--- src/rtl/elastic_buffer.sv ---
// rtl/elastic_buffer.sv - ready/valid elastic FIFO with optional zero-latency bypass
module elastic_buffer #(
    parameter int W           = 32,
    parameter int DEPTH       = 2,
    parameter int FALLTHROUGH = 0
) (
    input  logic                         clk,
    input  logic                         rst_n,
    input  logic                         flush,
    input  logic                         in_valid,
    output logic                         in_ready,
    input  logic [W-1:0]                 in_data,
    output logic                         out_valid,
    input  logic                         out_ready,
    output logic [W-1:0]                 out_data,
    output logic [$clog2(DEPTH+1)-1:0]   count,
    output logic                         full,
    output logic                         empty
);

    localparam int CW = $clog2(DEPTH + 1);
    localparam int PW = $clog2(DEPTH);
    localparam bit FT = (FALLTHROUGH != 0);

    logic [W-1:0]  r_mem [DEPTH];
    logic [PW-1:0] r_wptr;
    logic [PW-1:0] r_rptr;
    logic [CW-1:0] r_count;

    logic w_bypass;
    logic w_push;
    logic w_pop;
    logic w_store;
    logic w_take;

    function automatic logic [PW-1:0] ptr_next(input logic [PW-1:0] p);
        return (p == PW'(DEPTH - 1)) ? '0 : p + 1'b1;
    endfunction

    assign count    = r_count;
    assign empty    = (r_count == '0);
    assign full     = (r_count == CW'(DEPTH));
    assign in_ready = !full && !flush;

    // When empty in bypass mode the upstream beat is presented directly downstream.
    assign w_bypass  = FT && empty;
    assign out_valid = !flush && (w_bypass ? in_valid : !empty);
    assign out_data  = w_bypass ? in_data : r_mem[r_rptr];

    assign w_push  = in_valid && in_ready;
    assign w_pop   = out_valid && out_ready;
    // A bypassed beat consumed in the same cycle never touches storage.
    assign w_store = w_push && !(w_bypass && w_pop);
    assign w_take  = w_pop && !w_bypass;

    always_ff @(posedge clk) begin
        if (w_store) begin
            r_mem[r_wptr] <= in_data;
        end
    end

    always_ff @(posedge clk or negedge rst_n) begin
        if (!rst_n) begin
            r_wptr  <= '0;
            r_rptr  <= '0;
            r_count <= '0;
        end else if (flush) begin
            r_wptr  <= '0;
            r_rptr  <= '0;
            r_count <= '0;
        end else begin
            if (w_store) begin
                r_wptr <= ptr_next(r_wptr);
            end
            if (w_take) begin
                r_rptr <= ptr_next(r_rptr);
            end
            case ({w_store, w_take})
                2'b10:   r_count <= r_count + 1'b1;
                2'b01:   r_count <= r_count - 1'b1;
                default: r_count <= r_count;
            endcase
        end
    end

endmodule

--- config.mk ---
export PLATFORM = sky130hd
export DESIGN_NAME = elastic_buffer
export DESIGN_NICKNAME = d
export VERILOG_FILES = /design/src/rtl/elastic_buffer.sv
export SDC_FILE = /design/constraint.sdc
export NUM_CORES = 1
export LEC_CHECK = 0
export CORE_MARGIN = 2
export CORE_UTILIZATION = 50
export DETAILED_ROUTE_END_ITERATION = 12
export GPL_TIMING_DRIVEN = 0
export PLACE_DENSITY = 0.84
export SLEW_MARGIN = 0
export SYNTH_ARGS = -nofsm -noshare
export SYNTH_HDL_FRONTEND = slang
export SYNTH_SLANG_ARGS = --single-unit
--- constraint.sdc ---
create_clock -name clk -period 6.95 [get_ports clk]
set_input_delay 0.695 -clock clk [delete_from_list [all_inputs] [get_ports clk]]
set_output_delay 0.695 -clock clk [all_outputs]
set_load 0.02 [all_outputs]
==> out/qor.yml <==
coreArea_um2: 4817
routed-wl-met3_um: 432
gp_congestion: 0.7205
grt_overflow: 0
synth_area_um2: 2541
top_layer: "met4"
syn-num-nets: 163
finalCritPeriodShare_pct: 39.47
switching_power_mw: 0.1944
met1_length_um: 1912
fin_crit_ns: 2.743
crit_path_frequent_cell: "clkdlybuf4s50_1"
routed_wl_um: 4913
antenna_found_initial: 0
insertedDiodeCount: 0
die_area_um2: 5669
endpoint_kind: "primary output"
num-fill-cells: 327
die_h_um: 75.29
crit_chain: "clkdlybuf4s50_1 > nor2_1 > clkdlybuf4s50_1"
io_buffers: 74
worstMarginPinSlew_ns: 0.7599
max_freq_ghz: 0.3645
drtIter0Drc: 79
finalMaxSlewViolations: 0
grt_max_degree: 33
synthCells: 126
ctsHoldBuffers: 0
vias: 1445
timing.max_cap.violations: 0
dp_hpwl_um: 3430
utilization_pct: 73.69
intPower_mw: 0.6565
critPathLaunchType: "input pin"
start_util_pct: 52.75
critPathMaxFanout: 7
viasPerCell: 5.070
worstPathRequired_ns: 6.25
cts_tree: "done"
place_ws_ns: 3.853
fin_nets: 252
post-cts-setup-buffers: 0
cp_slowest_cell: "clkdlybuf4s50_1"
clock_latency_ns: 0.33
drive_gt1_share_pct: 26.61
relSlewSlack_pct: 49.34
critPathBufInv: 2
peakVddDrop_uv: 193.2
grt_setup_unrepaired: "false"
first_pass_iters: 5
ctsRootBufferMaster: "clkbuf_8"
pwr-share-comb_pct: 15.0
ff2ff_path_depth: 3
final.setup_skew_ns: 0.004959
grt_pass1_vias: 1488
p_sw_share_pct: 22.84
register_area_um2: 2022
clock_path_buffers: 2
die_x_um: 75.29
outcome: "finished, final reports clean"
wl_per_cell_um: 17.24
hp-class: "in -> async"
finalSetupViolCount: 0
avgSynthCellArea_um2: 20.17
pin_count: 75
cts_max_level: 3
seq_power_share_pct: 55.3
cpLargestDelayFamily: "buffers and inverters"
power_density_nw_per_um2: 239.7
power_frac_clock_pct: 29.7
total_leakage_power_nw: 1.219
drc: 0
setup_tns_ns: 0
grt_pass1_wl_um: 7251
area_growth_pct: 39.68
hold_viol_final: 0
ys_seq_area_share_pct: 79.57
grt_usage_pct: 18.36
ys_warn_count: 0
clkTransAtPathRegs_ns: 0.07
finalPower_mw: 0.8509
path_depth: 3
multi_input_area_um2: 503.0
synth-seq-cells: 68
num_rows: 25
crit_type: "in -> out"
mostFrequentLayoutCell: "clkdlybuf4s50_1"
cts_sinks: 68
cts_made_buffers: 9
cts-resized-gates: 0
layout_setup_ws_ns: 4.207
postRouteAntennaNets: 0
met2_length_um: 2511
final_cell_mix: "clkdlybuf4s50_1, edfxtp_1, mux2_2"
arrival_ns: 2.05
critPathMaxStageDelay_ns: 0.62
synth.distinct_cells: 19
## kinds of logic (layout without fill, tap and decap cells)
group,count (synthesis),after routing,synth area share [%]
flip-flops,68,68,79.57
multiplexers,33,33,14.57
AND/OR/NAND/NOR,11,11,2.807
AO/OA/AOI/OAI,8,8,1.773
buffers and inverters,5,97,0.9354
XOR/XNOR,1,1,0.3447
## power by group through the flow
stage                     clock (mW)  combinational [mW]  sequential (mW)
after floorplan                    0              0.0592            0.479
after global placement             0               0.122            0.479
after detailed placement           0               0.128            0.479
after CTS                      0.258               0.129            0.471
after global routing           0.271               0.135            0.472
final                          0.253               0.127            0.470
## per-layer routing
layer,track usage [%],up-vias
met5,0,-
met2,31.79,72
met1,20.99,697
li1,-,669
met3,6.878,7
met4,6.433,0
## worst paths after layout
check,end,from,slack (ns)
min in group clk,r_wptr,r_wptr,0.65
worst min-delay path,count[1],rst_n,0.57
worst min register to register,r_wptr,r_wptr,0.65
worst max register to register,r_mem[1][0],count[1],5.09
worst max-delay path,in_ready,flush,4.21
max in group asynchronous,r_rptr,rst_n,6.21
## metrics by stage
step / instance area (um2) / hold slack [ns] / std cells
after floorplan: 2541 / 0.3994 / 126
after global placement: 3366 / 0.5510 / 267
after detailed placement: 3402 / 0.6280 / 271
after CTS: 3548 / 0.5567 / 285
after global routing: 3550 / 0.5676 / 285
final: 3550 / 0.5656 / 285
## worst register-to-register path, cell delays in order, from the launching register on
cell	delay (ns)
dfrtp_1	0.45
nor2b_4	0.18
nor2_1	0.13
and3_2	0.71
## sequential cells by signal, summed over array words and instances, names as in the netlist
| name | count |
|---|---|
| r_wptr | 1 |
| r_mem | 64 |
| count | 2 |
| r_rptr | 1 |
## Yosys cell counts
cell | n | area, um2
or3_1 | 1 | 6.260
dfrtp_1 | 4 | 100.1
o21bai_1 | 1 | 7.510
edfxtp_1 | 64 | 1922
or2_2 | 1 | 6.260
and3b_2 | 1 | 10.01
o211ai_1 | 1 | 7.510
a21oi_1 | 4 | 20.02
nor4_1 | 1 | 6.260
mux2_2 | 32 | 360.4
nor2_1 | 4 | 15.01
mux2i_1 | 1 | 10.01
inv_2 | 1 | 3.750
xor2_1 | 1 | 8.760
buf_2 | 4 | 20.02
nor2b_4 | 1 | 13.76
and3_1 | 1 | 6.260
o21ai_0 | 2 | 10.01
nor3b_1 | 1 | 7.510
## final cells by class
class | instances | area share, %
sequential | 68 | 56.96
timing repair buffer | 78 | 21.71
multi-input combinational | 53 | 14.17
clock buffer | 10 | 3.595
tap | 67 | 2.362
buffer | 4 | 0.5640
clock inverter | 4 | 0.5287
inverter | 1 | 0.1057
Note: power is estimated with default switching activity, not from simulation.
